## config.mk

```make
export PLATFORM = sky130hd
export DESIGN_NAME = r_return_arbiter_flat
export DESIGN_NICKNAME = d
export VERILOG_FILES = /design/src/rtl/r_return_arbiter_if.sv /design/src/rtl/r_return_arbiter.sv /design/src/flat_wrapper.sv
export SDC_FILE = /design/constraint.sdc
export NUM_CORES = 1
export LEC_CHECK = 0
export CAP_MARGIN = 40
export CORE_ASPECT_RATIO = 2
export CORE_MARGIN = 10
export CORE_UTILIZATION = 32
export CTS_BUF_LIST = sky130_fd_sc_hd__clkbuf_8
export CTS_CLUSTER_DIAMETER = 80
export DETAILED_ROUTE_END_ITERATION = 10
export PLACE_DENSITY_LB_ADDON = 0.05
export SYNTH_ARGS = -nofsm -noshare
export SYNTH_HDL_FRONTEND = slang
export SYNTH_SLANG_ARGS = --single-unit
```

## constraint.sdc

```tcl
create_clock -name clk -period 2.84 [get_ports clk]
set_input_delay 0.284 -clock clk [delete_from_list [all_inputs] [get_ports clk]]
set_output_delay 0.284 -clock clk [all_outputs]
set_load 0.01 [all_outputs]
```

## src/rtl/r_return_arbiter_if.sv

```systemverilog
// ----------------------------------------------------------------------------
// r_return_arbiter_if
// Bundles the R-channel signals around r_return_arbiter: NUM_SRC packed
// incoming response streams, the single registered outgoing stream toward
// the ordering unit, and the sticky protocol-error flag.
//   master : drives src_* beats and out_ready, observes everything else
//   slave  : the arbiter itself (drives src_ready, out_*, proto_err)
// ----------------------------------------------------------------------------
interface r_return_arbiter_if #(
    parameter int NUM_SRC    = 4,
    parameter int ID_WIDTH   = 4,
    parameter int DATA_WIDTH = 64,
    parameter int RESP_WIDTH = 2
);
    localparam int SRC_W = (NUM_SRC > 1) ? $clog2(NUM_SRC) : 1;

    logic [NUM_SRC-1:0]            src_valid;
    logic [NUM_SRC-1:0]            src_ready;
    logic [NUM_SRC*ID_WIDTH-1:0]   src_id;
    logic [NUM_SRC*DATA_WIDTH-1:0] src_data;
    logic [NUM_SRC*RESP_WIDTH-1:0] src_resp;
    logic [NUM_SRC-1:0]            src_last;

    logic                          out_valid;
    logic                          out_ready;
    logic [ID_WIDTH-1:0]           out_id;
    logic [DATA_WIDTH-1:0]         out_data;
    logic [RESP_WIDTH-1:0]         out_resp;
    logic                          out_last;
    logic [SRC_W-1:0]              out_src;
    logic                          proto_err;

    modport master (
        output src_valid, src_id, src_data, src_resp, src_last, out_ready,
        input  src_ready, out_valid, out_id, out_data, out_resp, out_last,
               out_src, proto_err
    );

    modport slave (
        input  src_valid, src_id, src_data, src_resp, src_last, out_ready,
        output src_ready, out_valid, out_id, out_data, out_resp, out_last,
               out_src, proto_err
    );
endinterface

```

## src/rtl/r_return_arbiter.sv

```systemverilog
// ----------------------------------------------------------------------------
// r_return_arbiter
// Round-robin arbiter sharing one R channel between NUM_SRC response buffers.
// A grant is locked from the first beat of a burst until its last beat (or a
// forced release after MAX_BEATS beats, which raises sticky proto_err). The
// winning beat is captured in a single registered output stage tagged with
// the source index.
// Ports:
//   clk   : clock, rising edge
//   rst_n : asynchronous reset, active low
//   bus   : r_return_arbiter_if.slave (src_* in, src_ready out, out_* out,
//           out_ready in, proto_err out)
// ----------------------------------------------------------------------------
module r_return_arbiter #(
    parameter int NUM_SRC    = 4,
    parameter int ID_WIDTH   = 4,
    parameter int DATA_WIDTH = 64,
    parameter int RESP_WIDTH = 2,
    parameter int MAX_BEATS  = 256
) (
    input  logic                clk,
    input  logic                rst_n,
    r_return_arbiter_if.slave   bus
);
    localparam int SRC_W = (NUM_SRC > 1) ? $clog2(NUM_SRC) : 1;
    localparam int CNT_W = $clog2(MAX_BEATS + 1);
    localparam logic [SRC_W-1:0] LAST_IDX  = SRC_W'(NUM_SRC - 1);
    localparam logic [CNT_W-1:0] CNT_LIMIT = CNT_W'(MAX_BEATS - 1);

    typedef enum logic [0:0] {
        ST_IDLE  = 1'b0,
        ST_BURST = 1'b1
    } state_e;

    state_e                  state_q, state_d;
    logic [SRC_W-1:0]        rr_ptr_q, rr_ptr_d;
    logic [SRC_W-1:0]        lock_src_q, lock_src_d;
    logic [CNT_W-1:0]        beat_cnt_q, beat_cnt_d;
    logic                    proto_err_q, proto_err_d;
    logic                    out_valid_q, out_valid_d;
    logic [ID_WIDTH-1:0]     out_id_q, out_id_d;
    logic [DATA_WIDTH-1:0]   out_data_q, out_data_d;
    logic [RESP_WIDTH-1:0]   out_resp_q, out_resp_d;
    logic                    out_last_q, out_last_d;
    logic [SRC_W-1:0]        out_src_q, out_src_d;

    logic                    rr_found_s;
    logic [SRC_W-1:0]        rr_gnt_s;
    logic [SRC_W-1:0]        sel_src_s;
    logic                    sel_req_s;
    logic                    slot_free_s;
    logic [NUM_SRC-1:0]      src_ready_s;
    logic                    xfer_s;
    logic                    sel_last_s;

    // Successor index with explicit wrap so NUM_SRC need not be a power of two.
    function automatic logic [SRC_W-1:0] next_idx(input logic [SRC_W-1:0] idx);
        logic [SRC_W-1:0] nxt;
        if (idx == LAST_IDX) begin
            nxt = {SRC_W{1'b0}};
        end else begin
            nxt = idx + SRC_W'(1);
        end
        return nxt;
    endfunction

    // Round-robin search: first valid source starting at rr_ptr, wrapping.
    always_comb begin : rr_search
        int               cand;
        logic [SRC_W-1:0] cand_idx;
        cand       = 0;
        cand_idx   = {SRC_W{1'b0}};
        rr_found_s = 1'b0;
        rr_gnt_s   = {SRC_W{1'b0}};
        for (int i = 0; i < NUM_SRC; i++) begin
            cand = int'(rr_ptr_q) + i;
            if (cand >= NUM_SRC) begin
                cand = cand - NUM_SRC;
            end else begin
                cand = cand;
            end
            cand_idx = SRC_W'(cand);
            if (!rr_found_s && bus.src_valid[cand_idx]) begin
                rr_found_s = 1'b1;
                rr_gnt_s   = cand_idx;
            end else begin
                rr_found_s = rr_found_s;
            end
        end
    end

    // Grant selection: the locked source owns the channel during a burst,
    // even while it has no valid beat.
    always_comb begin
        if (state_q == ST_BURST) begin
            sel_src_s = lock_src_q;
            sel_req_s = 1'b1;
        end else begin
            sel_src_s = rr_gnt_s;
            sel_req_s = rr_found_s;
        end
    end

    assign slot_free_s = ~out_valid_q | bus.out_ready;

    // One-hot ready toward the granted source; held low while in reset.
    always_comb begin
        src_ready_s = {NUM_SRC{1'b0}};
        if (rst_n && sel_req_s && slot_free_s) begin
            src_ready_s[sel_src_s] = 1'b1;
        end else begin
            src_ready_s = {NUM_SRC{1'b0}};
        end
    end

    assign xfer_s     = bus.src_valid[sel_src_s] & src_ready_s[sel_src_s];
    assign sel_last_s = bus.src_last[sel_src_s];

    // Next-state: output stage load/drain plus burst lock FSM.
    always_comb begin
        state_d     = state_q;
        rr_ptr_d    = rr_ptr_q;
        lock_src_d  = lock_src_q;
        beat_cnt_d  = beat_cnt_q;
        proto_err_d = proto_err_q;
        out_valid_d = out_valid_q;
        out_id_d    = out_id_q;
        out_data_d  = out_data_q;
        out_resp_d  = out_resp_q;
        out_last_d  = out_last_q;
        out_src_d   = out_src_q;

        if (xfer_s) begin
            out_valid_d = 1'b1;
            out_id_d    = bus.src_id[int'(sel_src_s)*ID_WIDTH +: ID_WIDTH];
            out_data_d  = bus.src_data[int'(sel_src_s)*DATA_WIDTH +: DATA_WIDTH];
            out_resp_d  = bus.src_resp[int'(sel_src_s)*RESP_WIDTH +: RESP_WIDTH];
            out_last_d  = sel_last_s;
            out_src_d   = sel_src_s;
        end else if (bus.out_ready) begin
            out_valid_d = 1'b0;
        end else begin
            out_valid_d = out_valid_q;
        end

        case (state_q)
            ST_IDLE: begin
                if (xfer_s && !sel_last_s) begin
                    state_d    = ST_BURST;
                    lock_src_d = sel_src_s;
                    beat_cnt_d = CNT_W'(1);
                end else if (xfer_s) begin
                    rr_ptr_d = next_idx(sel_src_s);
                end else begin
                    state_d = ST_IDLE;
                end
            end
            ST_BURST: begin
                if (xfer_s) begin
                    // A burst reaching MAX_BEATS without last is released as if
                    // it had ended, so one broken source cannot stall the rest.
                    if (sel_last_s || (beat_cnt_q == CNT_LIMIT)) begin
                        state_d    = ST_IDLE;
                        rr_ptr_d   = next_idx(lock_src_q);
                        beat_cnt_d = {CNT_W{1'b0}};
                        if (!sel_last_s) begin
                            proto_err_d = 1'b1;
                        end else begin
                            proto_err_d = proto_err_q;
                        end
                    end else begin
                        beat_cnt_d = beat_cnt_q + CNT_W'(1);
                    end
                end else begin
                    state_d = ST_BURST;
                end
            end
            default: begin
                state_d    = ST_IDLE;
                beat_cnt_d = {CNT_W{1'b0}};
            end
        endcase
    end

    // State and output-stage registers with asynchronous reset.
    always_ff @(posedge clk or negedge rst_n) begin
        if (!rst_n) begin
            state_q     <= ST_IDLE;
            rr_ptr_q    <= {SRC_W{1'b0}};
            lock_src_q  <= {SRC_W{1'b0}};
            beat_cnt_q  <= {CNT_W{1'b0}};
            proto_err_q <= 1'b0;
            out_valid_q <= 1'b0;
            out_id_q    <= {ID_WIDTH{1'b0}};
            out_data_q  <= {DATA_WIDTH{1'b0}};
            out_resp_q  <= {RESP_WIDTH{1'b0}};
            out_last_q  <= 1'b0;
            out_src_q   <= {SRC_W{1'b0}};
        end else begin
            state_q     <= state_d;
            rr_ptr_q    <= rr_ptr_d;
            lock_src_q  <= lock_src_d;
            beat_cnt_q  <= beat_cnt_d;
            proto_err_q <= proto_err_d;
            out_valid_q <= out_valid_d;
            out_id_q    <= out_id_d;
            out_data_q  <= out_data_d;
            out_resp_q  <= out_resp_d;
            out_last_q  <= out_last_d;
            out_src_q   <= out_src_d;
        end
    end

    assign bus.src_ready = src_ready_s;
    assign bus.out_valid = out_valid_q;
    assign bus.out_id    = out_id_q;
    assign bus.out_data  = out_data_q;
    assign bus.out_resp  = out_resp_q;
    assign bus.out_last  = out_last_q;
    assign bus.out_src   = out_src_q;
    assign bus.proto_err = proto_err_q;

endmodule

```

## src/flat_wrapper.sv

```systemverilog
// flat-port wrapper written by rule: the top's interface ports become plain ports
module r_return_arbiter_flat 
#(
    parameter int NUM_SRC    = 4,
    parameter int ID_WIDTH   = 4,
    parameter int DATA_WIDTH = 64,
    parameter int RESP_WIDTH = 2,
    parameter int MAX_BEATS  = 256
)
  (clk, rst_n, bus_src_valid, bus_src_id, bus_src_data, bus_src_resp, bus_src_last, bus_out_ready, bus_src_ready, bus_out_valid, bus_out_id, bus_out_data, bus_out_resp, bus_out_last, bus_out_src, bus_proto_err);
  r_return_arbiter_if #(.NUM_SRC(NUM_SRC), .ID_WIDTH(ID_WIDTH), .DATA_WIDTH(DATA_WIDTH), .RESP_WIDTH(RESP_WIDTH)) bus_i ();
  input  logic clk;
  input  logic rst_n;
  input wire logic [$bits(bus_i.src_valid)-1:0] bus_src_valid;
  input wire logic [$bits(bus_i.src_id)-1:0] bus_src_id;
  input wire logic [$bits(bus_i.src_data)-1:0] bus_src_data;
  input wire logic [$bits(bus_i.src_resp)-1:0] bus_src_resp;
  input wire logic [$bits(bus_i.src_last)-1:0] bus_src_last;
  input wire logic [$bits(bus_i.out_ready)-1:0] bus_out_ready;
  output wire logic [$bits(bus_i.src_ready)-1:0] bus_src_ready;
  output wire logic [$bits(bus_i.out_valid)-1:0] bus_out_valid;
  output wire logic [$bits(bus_i.out_id)-1:0] bus_out_id;
  output wire logic [$bits(bus_i.out_data)-1:0] bus_out_data;
  output wire logic [$bits(bus_i.out_resp)-1:0] bus_out_resp;
  output wire logic [$bits(bus_i.out_last)-1:0] bus_out_last;
  output wire logic [$bits(bus_i.out_src)-1:0] bus_out_src;
  output wire logic [$bits(bus_i.proto_err)-1:0] bus_proto_err;
  assign bus_i.src_valid = bus_src_valid;
  assign bus_i.src_id = bus_src_id;
  assign bus_i.src_data = bus_src_data;
  assign bus_i.src_resp = bus_src_resp;
  assign bus_i.src_last = bus_src_last;
  assign bus_i.out_ready = bus_out_ready;
  assign bus_src_ready = bus_i.src_ready;
  assign bus_out_valid = bus_i.out_valid;
  assign bus_out_id = bus_i.out_id;
  assign bus_out_data = bus_i.out_data;
  assign bus_out_resp = bus_i.out_resp;
  assign bus_out_last = bus_i.out_last;
  assign bus_out_src = bus_i.out_src;
  assign bus_proto_err = bus_i.proto_err;
  r_return_arbiter #(.NUM_SRC(NUM_SRC), .ID_WIDTH(ID_WIDTH), .DATA_WIDTH(DATA_WIDTH), .RESP_WIDTH(RESP_WIDTH), .MAX_BEATS(MAX_BEATS)) u_core (.clk(clk), .rst_n(rst_n), .bus(bus_i));
endmodule
```

# After elaboration in Yosys (flattened, before gate mapping)
# Index checks and enable logic that the tools add are counted.
# W data, S select, Z words.
[word_totals]
mem_bits_ro = 0
mem_count = 0
regBits = 89
latchBits = 0
wordCells = 112
mem_bits_rw = 0
input_bits = 291
output_inout_bits = 79
[op_classes]
reduce_logical = 17
eq_ne = 8
mul = 0
add_sub_neg = 10
div = 0
order_cmp = 10
bitwise_logic = 5
shift = 3
mux = 48
[ops]
columns = ["op", "count"]
rows = [
  ["$shiftx A256 B9 Y64", 1],
  ["$mux W2", 15],
  ["$mux W9", 3],
  ["$mux W1", 18],
  ["$pmux W9 S2", 1],
  ["$shiftx A16 B5 Y4", 1],
  ["$lt A2 B3 Y1 const B", 5],
  ["$bmux W1 S2", 7],
  ["$add A9 B1 Y9 const B", 1],
  ["$eq A9 B8 Y1 const B", 1],
  ["$ge A3 B3 Y1 const B", 3],
  ["$reduce_and A4 Y1", 2],
  ["$shiftx A8 B4 Y2", 1],
  ["$sub A2 B1 Y2 const B", 4],
  ["$logic_and A1 B1 Y1", 7],
  ["$add A2 B2 Y3 const B", 2],
  ["$ne A2 B2 Y1 const B", 3],
  ["$add A2 B1 Y2 const B", 2],
  ["$eq A2 B2 Y1 const B", 2],
  ["$logic_not A1 Y1", 4],
  ["$mux W4", 1],
  ["$ne A2 B1 Y1 const B", 2],
  ["$pmux W2 S2", 1],
  ["$reduce_and A2 Y1", 2],
  ["10 further kinds", 12],
]

# Depth between registers and ports, before layout
[depth]
depth_word = 26
depth_mapped = 15
depth_no_buf = 10

# Worst setup path after synthesis
# Ideal clock, no wire load.
[synth_timing]
path_type = "register -> register"
startpoint = "reg u_core.rr_ptr_q[1]"
endpoint = "reg u_core.beat_cnt_q[7]"
n_path_buf = 2
t_arrival_ns = 2.824
slack_ns = -0.110
path_stages_with_launch = 13
synth_period_minus_slack_ns = 2.950
setup_ns = 0.126
required_time_ns = 2.714
path_cell_list = "dfrtp_1 > buf_6 > nand2b_1 > o21ai_1 > a221o_1 > o21ai_0 > ha_1 > inv_1 > and3_1 > or4_4 > buf_6 > a311o_4 > a221o_1"
[synth_via]
elab_chain_len = 26
elab_cells_between_ends = 63
classes_between = "add/sub (7); order compare (6); eq/ne (2); mux (34); bitwise (1); reduce/logical (13)"
[synth_lines]
columns = ["item", "line_no", "text"]
rows = [
  ["from (decl)", "r_return_arbiter.sv:36", "logic [SRC_W-1:0] rr_ptr_q, rr_ptr_d;"],
  ["from (signal assigned)", "r_return_arbiter.sv:189", "rr_ptr_q <= {SRC_W{1'b0}};"],
  ["from (signal assigned)", "r_return_arbiter.sv:201", "rr_ptr_q <= rr_ptr_d;"],
  ["parallel branches: the longest is 26 deep, another holds $add A2 B1 Y3", "--", ""],
  ["to (signal assigned)", "r_return_arbiter.sv:191", "beat_cnt_q <= {CNT_W{1'b0}};"],
  ["to (signal assigned)", "r_return_arbiter.sv:203", "beat_cnt_q <= beat_cnt_d;"],
  ["to (decl)", "r_return_arbiter.sv:38", "logic [CNT_W-1:0] beat_cnt_q, beat_cnt_d;"],
]
# Several ways; the timed one is not identified. The select of a mux whose other input is x is not followed.
# A chain may end at the register's enable or synchronous reset.

# Worst setup path in the final report
[layout_timing]
startpoint = "reg u_core.rr_ptr_q[1]"
endpoint = "reg u_core.beat_cnt_q[5]"
# The elaborated chain is that of the path after synthesis.

==> summary.txt <==
Outcome
  • Status: finished with violations
  • Failing checks: negative setup slack

Power and ir drop
  • Leak pwr: 4.05 nW
  • Clock power frac: 0.094
  • Logic pwr share: 0.675
  • Share of power burned in registers: 0.231
  • Switching power total: 0.00398 W
  • Pint: 0.00547 W
  • Peak supply drop: 438 uV
  • Power density over the cells: 962 nW/um^2
  • Switching Fraction: 0.421
  • Total power: 0.00945 W

Synth
  • Ys Warns: 0
  • Mean Syn Cell Area: 9.68 um^2
  • Synth Register Bits: 89
  • Sequential area share after synthesis: 0.428
  • Post-synth cell types: 53
  • Synth Instances: 537
  • Synth Net Count: 832
  • Post-synth EDFFs: 0
  • Asr flop ratio synth: 1.00
  • Area of the mapped netlist: 5200 um^2
  • Ys flop type: dfrtp_1

Placement
  • Placed insts: 1113
  • IO Port Bufs: 369
  • GPL Wtd Cong: 0.866
  • Detailed placer's ending HPWL: 23200 um

Cells and area
  • Nets: 1228
  • Layout area overhead: 88.9%
  • Fraction of layout cells with a size suffix above 1: 0.131
  • Util after Layout: 0.619
  • Multi-input gate area: 2800 um^2
  • Layout filler cell count: 1371
  • Register Area: 2230 um^2
  • # diodes: 0
  • Non-Filler Instances: 1139

Timing
  • TNS Setup: -0.365 ns
  • Pins over their slew limit: 0
  • RSZ-0062 raised after global routing: yes
  • Setup violations, final: 7
  • Clock Skews: 0.0198 ns
  • Worst slew margin: 0.628
  • Max Clock Freq: 0.341 GHz
  • Hold Vio Cnt, Final: 0
  • WHS: 0.334 ns
  • Final setup margin: -0.0898 ns
  • Slew at the pin with the worst max-slew slack: 0.550 ns
  • Post-route minimum period: 2.93 ns
  • Period utilization: 1.03

Clock tree
  • CTS Buf Count: 9
  • Clock Path Buffers: 2
  • CTS tree: built
  • Clk sinks: 89
  • Clk_lat worst skew: 0.36 ns
  • Clk root buf: clkbuf_8
  • Htree depth: 3
  • CTS clk-pin slew, worst paths: 0.10 ns

Floorplanning
  • Rows: 65
  • Die H: 200 um
  • I/O pin count: 370
  • Die Wd: 110 um
  • Die area: 22100 um^2
  • CORE AREA: 15900 um^2
  • Initial Utilization: 0.328

Critical path
  • Critical Path, Cell by Cell: buf_12, nand2b_4, o21ai_2, a221o_1, o21ai_2, ha_2, a311oi_1, or4_4, a311o_4, a221o_1
  • Crit path buffers/inverters: 1
  • Worst r2r src: u_core.rr_ptr_q[1]
  • Worst Setup Start Kind: flip-flop
  • Worst Setup SP: u_core.rr_ptr_q[1]
  • Arr. time, crit path: 3.16 ns
  • Critical Path RT: 3.07 ns
  • Critical Path Sink Type: flip-flop
  • CP max stage cell: or4_4
  • Crit path kind: flip-flop to flip-flop
  • Max incr delay on CP: 0.52 ns
  • Max FO, Critical Path: 8
  • Delay-heaviest family, CP: compound AO/OA/AOI/OAI gates

Global route
  • Largest net degree at the start of global routing: 60
  • Initial antenna violation count: 1
  • Total gr overflow: 0
  • All-layer global routing usage: 0.243
  • First-pass GRT wire length: 40600 um
  • Vias in the first global route: 6717

Routing
  • Via-to-Cell Ratio: 5.47
  • Vias: 6229
  • Antenna-violating nets left: 0
  • Drt drc: 0
  • Drt pass-1 iters: 5
  • Final wirelength: 27600 um
  • DR WL/cell: 24.3 um
  • DRT iter0 DRCs: 251

Hold path
  • Worst min path class: primary input to asynchronous set/reset pin

Job
  • Max Cap Viol: 0
[worst register-to-register path: cells and delay by family (launching register included)]
kind                       cells  cell delay (ns)
DFF                            1             0.46
AOI/OAI and AO/OA              6             1.40
buffers and inverters          1             0.15
adders and majority gates      1             0.21
and+or+nand+nor                2             0.58
[metal layers]
metal	wire [um]	track usage	share of wire
met1	8750	0.229	0.32
met2	16100	0.472	0.58
met3	2210	0.0755	0.080
met4	546	0.0609	0.020
met5	12	0	0.00043
[cell usage in the layout (no fill, tap or decap), types with 2 or more instances in the layout]
master and n:
a21o_1 2, a21oi_1 4, a221o_1 6, a221oi_1 69, a221oi_2 2, a22o_1 73
and3_1 6, buf_12 3, buf_4 61, buf_6 4, buf_8 2, clkbuf_8 9
clkdlybuf4s50_1 364, clkinvlp_4 2, dfrtp_1 87, dfrtp_2 2, ha_1 3, inv_1 7
mux2_2 6, mux2_4 2, nand2_1 78, nand2b_1 2, nand3_1 3, nand3b_1 2
nor2_1 11, nor2b_1 7, nor4b_1 2, o21ai_0 62, o21ai_1 10, o21ai_2 3
o22ai_1 2, o32ai_4 2, or2_2 2
[flip-flops by register name, indices dropped and copies added, names as in the netlist]
register,count
u_core.bus.out_valid,1
u_core.state_q,1
u_core.bus.proto_err,1
u_core.bus.out_resp,2
u_core.bus.out_id,4
u_core.bus.out_data,64
u_core.beat_cnt_q,9
u_core.rr_ptr_q,2
u_core.bus.out_last,1
u_core.bus.out_src,2
u_core.lock_src_q,2
[cell type report]
cell class	instances	share of cell area
Clock buffer	9	0.0126
Clock inverter	7	0.00803
Inverter	8	0.00306
Multi-Input combinational cell	387	0.285
Sequential cell	89	0.227
Tap cell	201	0.0256
Timing Repair Buffer	438	0.438
[cell usage after synthesis, types with 2 or more instances]
cell type / count / area, um^2
nand3b_1: 2 / 15.0
nand3_1: 3 / 15.0
and3_1: 6 / 37.5
o21ai_1: 4 / 20.0
buf_2: 4 / 20.0
nand2b_1: 3 / 18.8
o21ai_0: 71 / 355
inv_1: 8 / 30.0
nand2_1: 78 / 293
nor2b_1: 7 / 43.8
a21oi_1: 5 / 25.0
nor2_1: 11 / 41.3
a21o_1: 2 / 15.0
clkbuf_1: 43 / 161
ha_1: 4 / 50.1
mux2_2: 7 / 78.8
o22ai_1: 2 / 12.5
buf_4: 3 / 22.5
dfrtp_1: 89 / 2230
a221oi_1: 70 / 613
nor4b_1: 2 / 17.5
or2_2: 2 / 12.5
a221o_1: 6 / 60.1
buf_6: 3 / 33.8
a22o_1: 74 / 648
[power by group through the flow]
stage / registers [W] / logic (W) / clock network [W]
6_report: 0.00218 / 0.00638 / 0.000892
3_3_place_gp: 0.00217 / 0.00606 / 0
4_1_cts: 0.00217 / 0.00632 / 0.000926
3_5_place_dp: 0.00219 / 0.00615 / 0
5_1_grt: 0.00225 / 0.00690 / 0.000987
2_1_floorplan: 0.00234 / 0.00295 / 0
[repair_timing]
action / in CTS / in global routing
hold buffers: 1 / 0
pin swaps: 6 / 8
gates resized for setup: 22 / 26
setup buffers: 8 / 0
hold endpoints to repair: 18 / 0
endpoints found under the setup margin: 88 / 90
cloned: 0 / 1
[cell families (layout without fill, tap and decap cells)]
family                   after synthesis  after routing  share of synthesized area
AO/OA/AOI/OAI                        252            252                      0.379
AND/OR/NAND/NOR                      121            121                      0.107
flip-flops                            89             89                      0.428
buffers and inverters                 61            462                     0.0515
multiplexers                          10             10                     0.0243
adder cells (fa/ha/maj)                4              4                    0.00963
[metrics by stage]
step	worst slack [ns]	cell area, um^2
floorplan	-0.0320	5210
global placement	-0.435	9410
detailed placement	-0.484	9440
CTS	-0.0467	9750
global route	-0.170	9820
finish	-0.0898	9820
[path summary, 6_finish.rpt]
check	cells after the start	slack [ns]	endpoint
worst min-delay path	2	0.33	u_core.bus.out_valid
worst min register to register	2	0.48	u_core.bus.out_data[36]
max in group asynchronous	4	1.62	u_core.bus.out_data[50]
worst max register to register	10	-0.09	u_core.beat_cnt_q[5]
worst max-delay path	10	-0.09	u_core.beat_cnt_q[5]
min in group clk	2	0.48	u_core.bus.out_data[36]
Note: power is estimated with default switching activity, not from simulation.
